File: config.mk
export PLATFORM = sky130hd
export DESIGN_NAME = multicycle_ctrl_flat
export DESIGN_NICKNAME = d
export VERILOG_FILES = /design/src/rtl/ctrl_pkg.sv /design/src/rtl/multicycle_ctrl_if.sv /design/src/rtl/alu_dec.sv /design/src/rtl/multicycle_ctrl.sv /design/src/flat_wrapper.sv
export SDC_FILE = /design/constraint.sdc
export NUM_CORES = 1
export LEC_CHECK = 0
export CAP_MARGIN = 40
export CORE_UTILIZATION = 36
export CTS_BUF_LIST = sky130_fd_sc_hd__clkbuf_16
export DETAILED_ROUTE_END_ITERATION = 7
export MAX_ROUTING_LAYER = met4
export PLACE_DENSITY = 0.75
export SLEW_MARGIN = 40
export SYNTH_ARGS = -nofsm -noshare
export SYNTH_HDL_FRONTEND = slang
export SYNTH_SLANG_ARGS = --single-unit
File: constraint.sdc
create_clock -name clk -period 1.9 [get_ports clk]
set_clock_uncertainty 0.2 [all_clocks]
set_input_delay 0.285 -clock clk [delete_from_list [all_inputs] [get_ports clk]]
set_output_delay 0.285 -clock clk [all_outputs]
set_load 0.03 [all_outputs]
File: src/rtl/ctrl_pkg.sv
// Shared encodings for the multi-cycle RV32I control FSM and its ALU decoder.
// Latency: n/a (types and constants only).
// Backpressure: n/a.
package ctrl_pkg;

  // FSM state encoding
  typedef logic [3:0] state_t;
  localparam state_t S_IDLE     = 4'd0;
  localparam state_t S_FETCH    = 4'd1;
  localparam state_t S_DECODE   = 4'd2;
  localparam state_t S_MEMADR   = 4'd3;
  localparam state_t S_MEMREAD  = 4'd4;
  localparam state_t S_MEMWB    = 4'd5;
  localparam state_t S_MEMWRITE = 4'd6;
  localparam state_t S_EXECR    = 4'd7;
  localparam state_t S_EXECI    = 4'd8;
  localparam state_t S_ALUWB    = 4'd9;
  localparam state_t S_BEQ      = 4'd10;
  localparam state_t S_JAL      = 4'd11;
  localparam state_t S_JALR_ADR = 4'd12;
  localparam state_t S_TRAP     = 4'd13;

  // RV32I opcodes handled by the controller
  localparam logic [6:0] OP_LOAD   = 7'b0000011;
  localparam logic [6:0] OP_STORE  = 7'b0100011;
  localparam logic [6:0] OP_RTYPE  = 7'b0110011;
  localparam logic [6:0] OP_ITYPE  = 7'b0010011;
  localparam logic [6:0] OP_BRANCH = 7'b1100011;
  localparam logic [6:0] OP_JAL    = 7'b1101111;
  localparam logic [6:0] OP_JALR   = 7'b1100111;

  // What the FSM asks of the ALU; FUNCT defers to the instruction fields
  typedef enum logic [1:0] {
    ALU_OP_ADD   = 2'b00,
    ALU_OP_SUB   = 2'b01,
    ALU_OP_FUNCT = 2'b10
  } alu_op_e;

  // ALU control codes
  localparam logic [2:0] ALU_ADD = 3'b000;
  localparam logic [2:0] ALU_SUB = 3'b001;
  localparam logic [2:0] ALU_AND = 3'b010;
  localparam logic [2:0] ALU_OR  = 3'b011;
  localparam logic [2:0] ALU_SLT = 3'b101;

  // Immediate format selects
  localparam logic [1:0] IMM_I = 2'b00;
  localparam logic [1:0] IMM_S = 2'b01;
  localparam logic [1:0] IMM_B = 2'b10;
  localparam logic [1:0] IMM_J = 2'b11;

  // Datapath mux selects
  localparam logic [1:0] SRC_A_PC    = 2'b00;
  localparam logic [1:0] SRC_A_OLDPC = 2'b01;
  localparam logic [1:0] SRC_A_RS1   = 2'b10;
  localparam logic [1:0] SRC_B_RS2   = 2'b00;
  localparam logic [1:0] SRC_B_IMM   = 2'b01;
  localparam logic [1:0] SRC_B_FOUR  = 2'b10;
  localparam logic [1:0] RES_ALUOUT  = 2'b00;
  localparam logic [1:0] RES_MEM     = 2'b01;
  localparam logic [1:0] RES_ALU     = 2'b10;

  // Immediate format implied by the opcode; I-format is the catch-all
  function automatic logic [1:0] imm_src_of(input logic [6:0] op);
    case (op)
      OP_STORE:  imm_src_of = IMM_S;
      OP_BRANCH: imm_src_of = IMM_B;
      OP_JAL:    imm_src_of = IMM_J;
      default:   imm_src_of = IMM_I;
    endcase
  endfunction

endpackage

File: src/rtl/multicycle_ctrl_if.sv
// Bundle between the control FSM (master) and the datapath it steers (slave).
// Latency: n/a (wires only).
// Backpressure: mem_ready from the memory side stalls mem_req holders.
interface multicycle_ctrl_if;
  // instruction fields and datapath status
  logic [6:0] op;
  logic [2:0] funct3;
  logic       funct7_5;
  logic       zero;
  logic       mem_ready;
  // control strobes and selects
  logic       mem_req;
  logic       mem_write;
  logic       adr_src;
  logic       ir_write;
  logic       pc_write;
  logic       reg_write;
  logic [1:0] alu_src_a;
  logic [1:0] alu_src_b;
  logic [1:0] result_src;
  logic [1:0] imm_src;
  logic [2:0] alu_control;
  logic       illegal;

  modport master (
    input  op, funct3, funct7_5, zero, mem_ready,
    output mem_req, mem_write, adr_src, ir_write, pc_write, reg_write,
           alu_src_a, alu_src_b, result_src, imm_src, alu_control, illegal
  );

  modport slave (
    output op, funct3, funct7_5, zero, mem_ready,
    input  mem_req, mem_write, adr_src, ir_write, pc_write, reg_write,
           alu_src_a, alu_src_b, result_src, imm_src, alu_control, illegal
  );
endinterface

File: src/rtl/alu_dec.sv
// ALU decoder: turns the FSM's alu_op plus instruction fields into the 3-bit ALU code.
// Latency: combinational, 0 cycles.
// Backpressure: none.
module alu_dec
  import ctrl_pkg::*;
(
  input  alu_op_e    alu_op,
  input  logic [2:0] funct3,
  input  logic       op5,
  input  logic       funct7_5,
  output logic [2:0] alu_control
);

  // sub only for R-type with funct7[5]; addi never becomes a subtract
  always_comb begin
    alu_control = ALU_ADD;
    case (alu_op)
      ALU_OP_SUB: alu_control = ALU_SUB;
      ALU_OP_FUNCT: begin
        case (funct3)
          3'b000:  alu_control = (op5 & funct7_5) ? ALU_SUB : ALU_ADD;
          3'b010:  alu_control = ALU_SLT;
          3'b110:  alu_control = ALU_OR;
          3'b111:  alu_control = ALU_AND;
          default: alu_control = ALU_ADD;
        endcase
      end
      default: alu_control = ALU_ADD;
    endcase
  end

endmodule

File: src/rtl/multicycle_ctrl.sv
// Main control FSM of the multi-cycle RV32I core; JALR support via MULTICYCLE_JALR_EN.
// Latency: 3-5 cycles per instruction with mem_ready tied high.
// Backpressure: FETCH/MEMREAD/MEMWRITE hold mem_req and selects until mem_ready.
module multicycle_ctrl
  import ctrl_pkg::*;
(
  input  logic              clk,
  input  logic              rst_n,
  multicycle_ctrl_if.master bus
);

  state_t     state_q, state_d;
  alu_op_e    alu_op;
  logic       pc_update;
  logic       branch;
  logic       taken;
  logic       mem_req;
  logic       mem_write;
  logic       adr_src;
  logic       ir_write;
  logic       reg_write;
  logic [1:0] alu_src_a;
  logic [1:0] alu_src_b;
  logic [1:0] result_src;
  logic [2:0] alu_control;

  // next state and per-state datapath controls; anything not set stays 0
  always_comb begin
    state_d    = state_q;
    alu_op     = ALU_OP_ADD;
    pc_update  = 1'b0;
    branch     = 1'b0;
    mem_req    = 1'b0;
    mem_write  = 1'b0;
    adr_src    = 1'b0;
    ir_write   = 1'b0;
    reg_write  = 1'b0;
    alu_src_a  = SRC_A_PC;
    alu_src_b  = SRC_B_RS2;
    result_src = RES_ALUOUT;
    case (state_q)
      S_IDLE: state_d = S_FETCH;
      S_FETCH: begin
        mem_req    = 1'b1;
        adr_src    = 1'b0;
        alu_src_a  = SRC_A_PC;
        alu_src_b  = SRC_B_FOUR;
        result_src = RES_ALU;
        if (bus.mem_ready) begin
          ir_write  = 1'b1;
          pc_update = 1'b1;
          state_d   = S_DECODE;
        end
      end
      S_DECODE: begin
        // precompute branch/jal target into ALUOut
        alu_src_a = SRC_A_OLDPC;
        alu_src_b = SRC_B_IMM;
        case (bus.op)
          OP_LOAD, OP_STORE: state_d = S_MEMADR;
          OP_RTYPE:          state_d = S_EXECR;
          OP_ITYPE:          state_d = S_EXECI;
          OP_BRANCH:         state_d = (bus.funct3[2:1] == 2'b00) ? S_BEQ : S_TRAP;
          OP_JAL:            state_d = S_JAL;
`ifdef MULTICYCLE_JALR_EN
          OP_JALR:           state_d = S_JALR_ADR;
`endif
          default:           state_d = S_TRAP;
        endcase
      end
      S_MEMADR: begin
        alu_src_a = SRC_A_RS1;
        alu_src_b = SRC_B_IMM;
        state_d   = bus.op[5] ? S_MEMWRITE : S_MEMREAD;
      end
      S_MEMREAD: begin
        mem_req = 1'b1;
        adr_src = 1'b1;
        if (bus.mem_ready) state_d = S_MEMWB;
      end
      S_MEMWB: begin
        result_src = RES_MEM;
        reg_write  = 1'b1;
        state_d    = S_FETCH;
      end
      S_MEMWRITE: begin
        mem_req   = 1'b1;
        mem_write = 1'b1;
        adr_src   = 1'b1;
        if (bus.mem_ready) state_d = S_FETCH;
      end
      S_EXECR: begin
        alu_src_a = SRC_A_RS1;
        alu_src_b = SRC_B_RS2;
        alu_op    = ALU_OP_FUNCT;
        state_d   = S_ALUWB;
      end
      S_EXECI: begin
        alu_src_a = SRC_A_RS1;
        alu_src_b = SRC_B_IMM;
        alu_op    = ALU_OP_FUNCT;
        state_d   = S_ALUWB;
      end
      S_ALUWB: begin
        result_src = RES_ALUOUT;
        reg_write  = 1'b1;
        state_d    = S_FETCH;
      end
      S_BEQ: begin
        alu_src_a  = SRC_A_RS1;
        alu_src_b  = SRC_B_RS2;
        alu_op     = ALU_OP_SUB;
        result_src = RES_ALUOUT;
        branch     = 1'b1;
        state_d    = S_FETCH;
      end
      S_JAL: begin
        // PC takes the target held in ALUOut while the ALU forms the link address
        alu_src_a  = SRC_A_OLDPC;
        alu_src_b  = SRC_B_FOUR;
        result_src = RES_ALUOUT;
        pc_update  = 1'b1;
        state_d    = S_ALUWB;
      end
`ifdef MULTICYCLE_JALR_EN
      S_JALR_ADR: begin
        // overwrite ALUOut with rs1+imm, then reuse the JAL sequence
        alu_src_a = SRC_A_RS1;
        alu_src_b = SRC_B_IMM;
        state_d   = S_JAL;
      end
`endif
      S_TRAP:  state_d = S_TRAP;
      default: state_d = S_IDLE;
    endcase
  end

  // state register; reset drops all strobes immediately
  always_ff @(posedge clk or negedge rst_n) begin
    if (!rst_n) state_q <= S_IDLE;
    else        state_q <= state_d;
  end

  alu_dec u_alu_dec (
    .alu_op      (alu_op),
    .funct3      (bus.funct3),
    .op5         (bus.op[5]),
    .funct7_5    (bus.funct7_5),
    .alu_control (alu_control)
  );

  // beq takes on zero, bne on not-zero
  assign taken = bus.zero ^ bus.funct3[0];

  assign bus.mem_req     = mem_req;
  assign bus.mem_write   = mem_write;
  assign bus.adr_src     = adr_src;
  assign bus.ir_write    = ir_write;
  assign bus.pc_write    = pc_update | (branch & taken);
  assign bus.reg_write   = reg_write;
  assign bus.alu_src_a   = alu_src_a;
  assign bus.alu_src_b   = alu_src_b;
  assign bus.result_src  = result_src;
  assign bus.imm_src     = (state_q == S_IDLE) ? IMM_I : imm_src_of(bus.op);
  assign bus.alu_control = alu_control;
  // TRAP never exits except through reset, so this is sticky
  assign bus.illegal     = (state_q == S_TRAP);

endmodule

File: src/flat_wrapper.sv
// flat-port wrapper written by rule: the top's interface ports become plain ports
module multicycle_ctrl_flat import ctrl_pkg::*;
  (clk, rst_n, bus_op, bus_funct3, bus_funct7_5, bus_zero, bus_mem_ready, bus_mem_req, bus_mem_write, bus_adr_src, bus_ir_write, bus_pc_write, bus_reg_write, bus_alu_src_a, bus_alu_src_b, bus_result_src, bus_imm_src, bus_alu_control, bus_illegal);
  multicycle_ctrl_if bus_i ();
  input  logic clk;
  input  logic rst_n;
  input wire logic [$bits(bus_i.op)-1:0] bus_op;
  input wire logic [$bits(bus_i.funct3)-1:0] bus_funct3;
  input wire logic [$bits(bus_i.funct7_5)-1:0] bus_funct7_5;
  input wire logic [$bits(bus_i.zero)-1:0] bus_zero;
  input wire logic [$bits(bus_i.mem_ready)-1:0] bus_mem_ready;
  output wire logic [$bits(bus_i.mem_req)-1:0] bus_mem_req;
  output wire logic [$bits(bus_i.mem_write)-1:0] bus_mem_write;
  output wire logic [$bits(bus_i.adr_src)-1:0] bus_adr_src;
  output wire logic [$bits(bus_i.ir_write)-1:0] bus_ir_write;
  output wire logic [$bits(bus_i.pc_write)-1:0] bus_pc_write;
  output wire logic [$bits(bus_i.reg_write)-1:0] bus_reg_write;
  output wire logic [$bits(bus_i.alu_src_a)-1:0] bus_alu_src_a;
  output wire logic [$bits(bus_i.alu_src_b)-1:0] bus_alu_src_b;
  output wire logic [$bits(bus_i.result_src)-1:0] bus_result_src;
  output wire logic [$bits(bus_i.imm_src)-1:0] bus_imm_src;
  output wire logic [$bits(bus_i.alu_control)-1:0] bus_alu_control;
  output wire logic [$bits(bus_i.illegal)-1:0] bus_illegal;
  assign bus_i.op = bus_op;
  assign bus_i.funct3 = bus_funct3;
  assign bus_i.funct7_5 = bus_funct7_5;
  assign bus_i.zero = bus_zero;
  assign bus_i.mem_ready = bus_mem_ready;
  assign bus_mem_req = bus_i.mem_req;
  assign bus_mem_write = bus_i.mem_write;
  assign bus_adr_src = bus_i.adr_src;
  assign bus_ir_write = bus_i.ir_write;
  assign bus_pc_write = bus_i.pc_write;
  assign bus_reg_write = bus_i.reg_write;
  assign bus_alu_src_a = bus_i.alu_src_a;
  assign bus_alu_src_b = bus_i.alu_src_b;
  assign bus_result_src = bus_i.result_src;
  assign bus_imm_src = bus_i.imm_src;
  assign bus_alu_control = bus_i.alu_control;
  assign bus_illegal = bus_i.illegal;
  multicycle_ctrl u_core (.clk(clk), .rst_n(rst_n), .bus(bus_i));
endmodule
After elaboration in Yosys (flattened, before gate mapping)
Cells that the tools add are included.
W data, S select, Z words.
Operators by class
  muxes and demuxes: 24
  equality and inequality tests: 26
  reductions and logical operators: 15
  bitwise operators: 4
Operators with widths (number)
  $pmux W4 S8: 1
  $eq A4 B4 Y1 const B: 5
  $pmux W4 S5: 1
  $eq A4 B3 Y1 const B: 4
  $pmux W2 S2: 4
  $eq A7 B6 Y1 const B: 2
  $eq A7 B7 Y1 const B: 2
  $mux W4: 3
  $pmux W3 S4: 1
  $reduce_or A2 Y1: 6
  $reduce_or A3 Y1: 3
  $eq A4 B2 Y1 const B: 2
  $mux W1: 8
  $reduce_or A4 Y1: 2
  $eq A7 B2 Y1 const B: 1
  $eq A7 B5 Y1 const B: 1
  $eq A3 B3 Y1 const B: 2
  $ne A2 B2 Y1 const B: 3
  $pmux W2 S3: 1
  $pmux W3 S2: 1
  $eq A4 B1 Y1 const B: 1
  $logic_not A4 Y1: 1
  $mux W2: 2
  $eq A3 B2 Y1 const B: 1
  other kinds (10): 11
Storage, ports and cells
  register bits after elaboration: 4
  output and inout bits: 18
  logic and storage cells: 70

Depth between registers and ports, before layout
Gate-level depths: netlist of run 1.
  depth in word-level cells: 5
  depth in mapped cells: 8

Modules after synthesis
From an unflattened synthesis of run 1, not the netlist that was laid out.
Second synthesis, totals
  cell total of the unflattened synthesis: 101
  area total of the unflattened synthesis: 720.7 µm²
By module, submodules not included
  multicycle_ctrl: area an instance 624.3 µm², cells each 90, instances 1
  alu_dec: area an instance 96.3 µm², cells each 11, instances 1

Worst setup path after synthesis of run 1
Ideal clock, no wire load.
  path type: register to output
  from: reg u_core.state_q[3]
  to: out bus_alu_control[2]
  path buffers: 1
  data arrival time: 2.245 ns
  setup slack: -0.830 ns
  stages on the path, launching flop included: 6
  required time: 1.415 ns
  path through: dfrtp_1 > clkbuf_1 > nor2b_1 > a21oi_1 > ha_1 > nor4_1
On the way
  cells in the longest elaborated chain, start to end: 5
  elaborated cells between the ends (all ways): 8
  classes of those cells: eq/ne: 5; mux: 2; reduce/logical: 1
RTL lines
  start: declaration: RTL line multicycle_ctrl.sv:12  | state_t state_q, state_d;
  start signal: assignment: RTL line multicycle_ctrl.sv:141  | else state_q <= state_d;
  $eq A4 B3 Y1 or $eq A4 B4 Y1 (tied branches): RTL line multicycle_ctrl.sv:41  | case (state_q)
  $reduce_or A2 Y1 (no source line)
  $pmux W2 S2 *: RTL line multicycle_ctrl.sv:41
  $eq A2 B2 Y1 or $eq A2 B1 Y1 (tied branches): RTL line alu_dec.sv:17  | case (alu_op)
  $pmux W3 S2 *: RTL line alu_dec.sv:17
  end: declaration: RTL line flat_wrapper.sv:22  | output wire logic [$bits(bus_i.alu_control)-1:0] bus_alu_control;
Mark *: on every way between the ends. The rest lies on a longest branch, timed or not.

Worst setup path after layout of run 1
  from: reg u_core.state_q[0]
  to: out bus_alu_control[2]
Same word-level chain as after synthesis.

==> results of run 1 <==
[path summary, 6_finish.rpt]
path                                   start            endpoint  slack (ps)  cells after the start
max                        u_core.state_q[0]  bus_alu_control[2]        -330                      7
min                                    rst_n   u_core.state_q[1]          80                      1
max reg2reg                u_core.state_q[3]   u_core.state_q[0]         180                      7
min reg2reg                u_core.state_q[0]   u_core.state_q[3]         500                      2
max in group asynchronous              rst_n   u_core.state_q[2]        1200                      1
min in group clk           u_core.state_q[0]   u_core.state_q[3]         500                      2
[stage by stage]
stage / cell area [µm²] / worst slack (ps) / power [W]
finish: 1630 / -331 / 0.00248
global route: 1630 / -378 / 0.00256
CTS: 1500 / -289 / 0.00219
detailed placement: 1240 / -454 / 0.00151
global placement: 1240 / -427 / 0.00149
floorplan: 774 / -128 / 0.00103
[cell usage in the layout, fill, tap and decap left out, types with 3 or more instances in the layout]
cell / netlist / final
nor2_1: 14 / 7
o211ai_1: 3 / 3
buf_4: 1 / 40
a21oi_1: 8 / 3
a21oi_2: 0 / 3
nand2_1: 10 / 6
clkbuf_16: 0 / 3
clkdlybuf4s50_1: 0 / 7
nor2_4: 0 / 6
o21ai_0: 5 / 3
dlygate4sd2_1: 0 / 3
xnor2_1: 3 / 3
dlymetal6s2s_1: 0 / 3
nand2_2: 0 / 3
nand2b_4: 0 / 3
inv_1: 6 / 3
buf_6: 0 / 13
dfrtp_2: 0 / 3
nor2b_4: 0 / 3
[layer usage]
metal	GRT usage	vias to the layer above
met5	-	-
met4	0.165	0
met3	0.0595	23
met2	0.625	105
met1	0.331	566
li1	-	505
[critical path, stage by stage, from the launching register on]
cell and delay [ps]:
dfrtp_2 470, nand2_2 120, nor2_4 50, a21oi_4 160, ha_4 230, buf_6 110
nor4_4 210, buf_6 170
[power groups by stage]
stage | Clock, W | Combinational, W | Sequential (W)
floorplan | 0 | 0.000866 | 0.000167
global placement | 0 | 0.00132 | 0.000167
detailed placement | 0 | 0.00134 | 0.000168
CTS | 0.000330 | 0.00168 | 0.000174
global route | 0.000350 | 0.00201 | 0.000208
finish | 0.000346 | 0.00192 | 0.000206
[logic make-up (layout without fill, tap and decap cells)]
| logic type | count (synthesis) | in the layout | share of synthesized area |
|---|---|---|---|
| simple gates | 50 | 50 | 0.380 |
| compound gates | 30 | 30 | 0.289 |
| buf+inv | 11 | 77 | 0.0669 |
| flops | 4 | 4 | 0.145 |
| xor+xnor | 3 | 3 | 0.0380 |
| mux | 3 | 3 | 0.0452 |
| fa+ha+maj | 2 | 2 | 0.0362 |
[area by class of cell]
class | instances | area (µm²) | area share
inverters | 6 | 27.5 | 0.0169
clock buffers | 3 | 75.1 | 0.0461
flip-flops and latches | 4 | 104 | 0.0638
well taps | 25 | 31.3 | 0.0192
multi-input cells | 88 | 785 | 0.482
repair buffers | 68 | 606 | 0.372
[timing repair]
action	in CTS	in global routing
hold buffers	0	0
pin swaps	7	7
endpoints found under the setup margin	12	18
gates resized for setup	47	33
setup buffers	7	4
cloned	0	0
==> impl_metrics.env, run 1 <==
export IMPL_cts_root_buf="clkbuf_16"
export IMPL_netlist_area_um2=692
export IMPL_ys_seq_elements=4
export IMPL_drt_total_wl_mm=3.96
export IMPL_drive_gt1_frac=0.609
export IMPL_seqPwrFrac=0.083
export IMPL_routed_top_layer="met4"
export IMPL_synth_area_leaders="dfrtp_1, nor2_1, a21oi_1"
export IMPL_leakage_nw=0.725
export IMPL_yosysMostFrequentCell="nor2_1"
export IMPL_row_count=15
export IMPL_critPathLaunchType="register"
export IMPL_switching_power_w=0.00121
export IMPL_outcome="finished, violations left"
export IMPL_hpwlAfterDp_mm=1.88
export IMPL_cp_end_kind="primary output"
export IMPL_viasPerCell=6.18
export IMPL_finalHoldViolations=0
export IMPL_die_w_um=45.8
export IMPL_num_io_pins=33
export IMPL_track_usage=0.338
export IMPL_numClockSinks=4
export IMPL_die_height_um=45.8
export IMPL_synthCells=103
export IMPL_fin_util=0.923
export IMPL_drtIter0Drc=97
export IMPL_max_freq_ghz=0.448
export IMPL_core_area_um2=1760
export IMPL_clkTransAtPathRegs_ps=30
export IMPL_overflow=0
export IMPL_synthFlopType="dfrtp_1"
export IMPL_regMostFlops="u_core.state_q"
export IMPL_rsz0062_at_grt="true"
export IMPL_setup_violations=14
export IMPL_hp_class="in2async"
export IMPL_grt_antenna_before_repair=0
export IMPL_wl_per_cell_um=20.4
export IMPL_grt_pass1_wl_mm=4.86
export IMPL_cts_htree_levels=1
export IMPL_final_nets=188
export IMPL_worstMarginPinSlew_ps=428
export IMPL_die_area_um2=2100
export IMPL_numCtsBuffers=3
export IMPL_vias=1199
export IMPL_wl_met3_um=342
export IMPL_yosys_area_top_type="dfrtp_1"
export IMPL_arrival_ps=1750
export IMPL_finalNonFillerCells=194
export IMPL_area_growth_synth_to_final_pct=135
export IMPL_drc_errors=0
export IMPL_crit_required_ps=1410
export IMPL_dp_cells=182
export IMPL_syn_area_per_cell_um2=6.72
export IMPL_peakVddDrop_uv=1700
export IMPL_synth_distinct_cells=38
export IMPL_min_period_ps=2230
export IMPL_antenna_left=0
export IMPL_fillerInstances=68
export IMPL_top_regs="u_core.state_q x4"
export IMPL_critPathMaxFanout=6
export IMPL_max_cap_viol_count=0
export IMPL_synth_top_area_frac=0.145
export IMPL_largest_reg_flops=4
export IMPL_swShare=0.489
export IMPL_p_clk_frac=0.140
export IMPL_gp_congestion=0.806
export IMPL_start_util=0.392
export IMPL_wl_met1_mm=1.42
export IMPL_yosysWarnings=0
export IMPL_pwr_share_comb=0.777
export IMPL_yosys_top_cells_count="nor2_1, nand2_1, a21oi_1"
export IMPL_clockBufferDepth=2
export IMPL_synth_enable_flop_cells=0
export IMPL_fin_crit_sh=1.17
export IMPL_setup_tns_ps=-1650
export IMPL_crit_type="reg2out"
export IMPL_dr_pass1_iters=4
export IMPL_grt_max_degree=13
export IMPL_cts_tree="built"
export IMPL_clk_insertion_delay_late_ps=230
export IMPL_synth_nets=120
export IMPL_route_met2_wl_mm=2.03
export IMPL_final_setup_worst_slack_ps=-331
export IMPL_violations="setup timing"
export IMPL_postSynth_asyncResetShare=1.00
export IMPL_drv_slew=0
export IMPL_diodes=0
export IMPL_hold_ws_ps=80.7
export IMPL_p_int_w=0.00127
export IMPL_seq_area_frac_synth=0.145
export IMPL_grt_pass1_vias=1076
export IMPL_slew_headroom=0.707
export IMPL_pwr_density_cell_nw_per_um2=1520
export IMPL_port_buffer_count=32
No activity file was read; power rests on OpenSTA's default activity.
==> run 2, diff against run 1 <==
Settings changed: CAP_MARGIN 40 to 15.
==> results of run 2 <==
No change in the layout: final DEF, timing and power equal those of run 1.
==> run 3, diff against run 2 <==
Settings changed: SETUP_SLACK_MARGIN from default to 0.05.
==> run 3 against run 2 <==
Effect of this change:
- the flow now stops in global routing
- area after synthesis did not move
- synthesized cell count did not move
==> impl_metrics.env, run 3 <==
export IMPL_netlist_area_um2=692
export IMPL_error="[ERROR DPL-0038] Utilization greater than 100%, impossible to legalize"
export IMPL_endpoint_type="primary output"
export IMPL_synth_top_family_by_area="simple AND/OR/NAND/NOR gates"
export IMPL_die_height_um=45.8
export IMPL_postSynth_asyncResetShare=1.00
export IMPL_synth_simple_gate_area_frac=0.380
export IMPL_yosysWarnings=0
export IMPL_hold_buffers=0
export IMPL_hpwlAfterDp_mm=1.93
export IMPL_outcome="did not finish"
export IMPL_synth_enable_flop_cells=0
export IMPL_seq_area_frac_synth=0.145
export IMPL_lastStage="global routing"
export IMPL_synth_top_area_frac=0.145
export IMPL_numClockSinks=4
export IMPL_numCtsBuffers=3
export IMPL_synth_area_leaders="dfrtp_1, nor2_1, a21oi_1"
export IMPL_yosys_area_top_type="dfrtp_1"
export IMPL_port_buffer_count=32
export IMPL_synthMuxAreaShare=0.0452
export IMPL_ys_seq_elements=4
export IMPL_synth_compound_area_frac=0.289
export IMPL_row_count=15
export IMPL_synth_nets=120
export IMPL_die_w_um=45.8
export IMPL_post_dp_cell_area_um2=1240
export IMPL_start_util=0.392
export IMPL_num_io_pins=33
export IMPL_synth_distinct_cells=38
export IMPL_grt_max_degree=15
export IMPL_gp_congestion=0.863
export IMPL_synth_xor_area_share=0.0380
export IMPL_clockBufferDepth=2
export IMPL_yosys_top_cells_count="nor2_1, nand2_1, a21oi_1"
export IMPL_crit_endpoint="bus_alu_control[2]"
export IMPL_yosysMostFrequentCell="nor2_1"
export IMPL_yosys_area_share_adder=0.0362
export IMPL_syn_area_per_cell_um2=6.72
export IMPL_synthCells=103
export IMPL_cts_root_buf="clkbuf_16"
export IMPL_cts_htree_levels=1
export IMPL_synthFlopType="dfrtp_1"
run 3: cell counts after synthesis:
No cell type changed its count.
run 3: what timing repair did:
action | CTS
hold endpoints to repair | 0
pin swaps | 18
setup endpoints to repair | 16
cloned | 1
buffers inserted | 16
gates resized for setup | 66
run 3: kinds of logic after synthesis:
group | after synthesis
XOR/XNOR | 3
AO/OA/AOI/OAI | 30
adder cells (fa/ha/maj) | 2
buffers and inverters | 11
AND/OR/NAND/NOR | 50
flip-flops | 4
multiplexers | 3
run 3: metrics by stage:
| stage | std cells | worst slack [ps] |
|---|---|---|
| 2_1_floorplan | 103 | -128 |
| 3_3_place_gp | 181 | -434 |
| 3_5_place_dp | 181 | -502 |
| 4_1_cts | 202 | -366 |
==> run 4, diff against run 3 <==
Settings changed: CORE_AREA from default to 2 2 63 65, CORE_UTILIZATION 36 to default, CTS_BUF_LIST sky130_fd_sc_hd__clkbuf_16 to default, DIE_AREA from default to 0 0 65 67, MAX_ROUTING_LAYER met4 to default, PLACE_DENSITY 0.75 to default, PLACE_DENSITY_LB_ADDON from default to 0.15, SETUP_SLACK_MARGIN 0.05 to default.
Clock period 1.9 ns to 2.5 ns, I/O delays scaled along.
==> run 4 against run 3 <==
Effect of this change:
- the flow now finishes without violations
==> impl_metrics.env, run 4 (synthesis gave the netlist of run 1 again) <==
export IMPL_seqPwrFrac=0.131
export IMPL_start_util=0.192
export IMPL_antenna_left=0
export IMPL_max_cap_viol_count=0
export IMPL_swShare=0.502
export IMPL_rsz0062_at_grt="false"
export IMPL_fillerInstances=386
export IMPL_numClockSinks=4
export IMPL_regMostFlops="u_core.state_q"
export IMPL_critPathMaxFanout=6
export IMPL_switching_power_w=0.000636
export IMPL_cts_htree_levels=1
export IMPL_timing_rr_start="u_core.state_q[2]"
export IMPL_hpwlAfterDp_mm=1.92
export IMPL_hold_buffers=0
export IMPL_outcome="complete, no violations"
export IMPL_numCtsBuffers=3
export IMPL_leakage_nw=0.562
export IMPL_die_w_um=65
export IMPL_top_regs="u_core.state_q x4"
export IMPL_min_period_ps=2400
export IMPL_grt_max_degree=12
export IMPL_drc_errors=0
export IMPL_vias=925
export IMPL_max_freq_ghz=0.417
export IMPL_core_area_um2=3610
export IMPL_pwr_share_comb=0.757
export IMPL_track_usage=0.118
export IMPL_pwr_density_cell_nw_per_um2=1040
export IMPL_clkTransAtPathRegs_ps=30
export IMPL_layout_common_cells="clkdlybuf4s50_1, buf_4, nor2_1"
export IMPL_place_ws_ps=171
export IMPL_grt_pass1_vias=837
export IMPL_dp_cells=189
export IMPL_crit_required_ps=1920
export IMPL_drtIter0Drc=42
export IMPL_row_count=22
export IMPL_final_nets=167
export IMPL_diodes=0
export IMPL_overflow=0
export IMPL_seqCellArea_um2=105
export IMPL_grt_antenna_before_repair=0
export IMPL_p_int_w=0.000631
export IMPL_r2r_end="u_core.state_q[1]"
export IMPL_area_growth_synth_to_final_pct=76.5
export IMPL_fin_crit_sh=0.960
export IMPL_final_setup_worst_slack_ps=100
export IMPL_arrival_ps=1820
export IMPL_crit_type="reg2out"
export IMPL_r2r_cells=4
export IMPL_finalNonFillerCells=196
export IMPL_slew_headroom=0.756
export IMPL_multi_input_comb_area_um2=569
export IMPL_die_height_um=67
export IMPL_cp_end_kind="primary output"
export IMPL_dr_pass1_iters=4
export IMPL_peakVddDrop_uv=210
export IMPL_num_io_pins=33
export IMPL_largest_reg_flops=4
export IMPL_port_buffer_count=32
export IMPL_viasPerCell=4.72
export IMPL_drt_total_wl_mm=2.43
export IMPL_cts_tree="built"
export IMPL_drive_gt1_frac=0.270
export IMPL_die_area_um2=4360
export IMPL_clockBufferDepth=2
export IMPL_post_dp_cell_area_um2=1120
export IMPL_gp_congestion=0.842
export IMPL_hp_class="in2async"
export IMPL_critPathLaunchType="register"
export IMPL_clk_insertion_delay_late_ps=220
export IMPL_grt_pass1_wl_mm=3.95
export IMPL_p_clk_frac=0.112
export IMPL_drv_slew=0
export IMPL_worstMarginPinSlew_ps=356
export IMPL_r2r_slack_ps=870
export IMPL_finalHoldViolations=0
export IMPL_cts_root_buf="clkbuf_8"
export IMPL_setup_violations=0
export IMPL_wl_per_cell_um=12.4
export IMPL_final_area_um2=1220
==> run 4: what timing repair did <==
| action | 4_1_cts | 5_1_grt |
|---|---|---|
| setup endpoints to repair | 6 | 6 |
| setup buffers | 0 | 4 |
| resized for setup | 4 | 11 |
==> run 4: area by class of cell <==
class	count	area share
Timing Repair Buffer	47	0.346
Multi-Input combinational cell	88	0.466
Inverter	6	0.0184
Sequential cell	4	0.0861
Tap cell	48	0.0492
Clock buffer	3	0.0338
==> run 4: worst max-delay path by stage <==
stage / slack, ps / to / startpoint / cells after the start
4_1_cts: -30 / bus_alu_src_b[0] / u_core.state_q[1] / 4
6_report: 100 / bus_alu_control[2] / u_core.state_q[3] / 6
3_5_place_dp: 170 / bus_alu_control[2] / u_core.state_q[3] / 6
3_3_place_gp: 140 / bus_alu_control[2] / u_core.state_q[3] / 6
5_1_grt: 20 / bus_alu_control[2] / u_core.state_q[3] / 6
2_1_floorplan: 5 / bus_alu_control[2] / u_core.state_q[3] / 5
==> run 4: layer usage <==
| metal | track usage | vias up | routed length [µm] |
|---|---|---|---|
| met3 | 0.0203 | 4 | 175 |
| met2 | 0.209 | 37 | 1140 |
| met1 | 0.141 | 419 | 1070 |
| met5 | 0 | - | 0 |
| li1 | - | 465 | - |
| met4 | 0.0479 | 0 | 42 |
==> run 4: metrics by stage <==
step                      TNS (ps)  hold WS, ps  power (W)   util
after floorplan                  0         -121   0.000705      -
after global placement           0          380    0.00109  0.311
after detailed placement         0          397    0.00108  0.311
after CTS                    -25.8          169    0.00123  0.324
after global routing             0          170    0.00136  0.339
final                            0          163    0.00127  0.339
==> run 4: critical path: stages, from the launching register on <==
cell      delay, ps
dfrtp_2         440
nand2b_4        170
nor2_2          120
a21oi_1          60
ha_1            330
nor4_2          270
buf_4           210
==> run 4: power groups by stage <==
stage                     combinational (W)  sequential, W  clock (W)
after CTS                          0.000920       0.000165   0.000140
after global placement             0.000931       0.000162          0
after floorplan                    0.000581       0.000123          0
after global routing                0.00104       0.000171   0.000147
final                              0.000959       0.000166   0.000142
after detailed placement           0.000922       0.000159          0
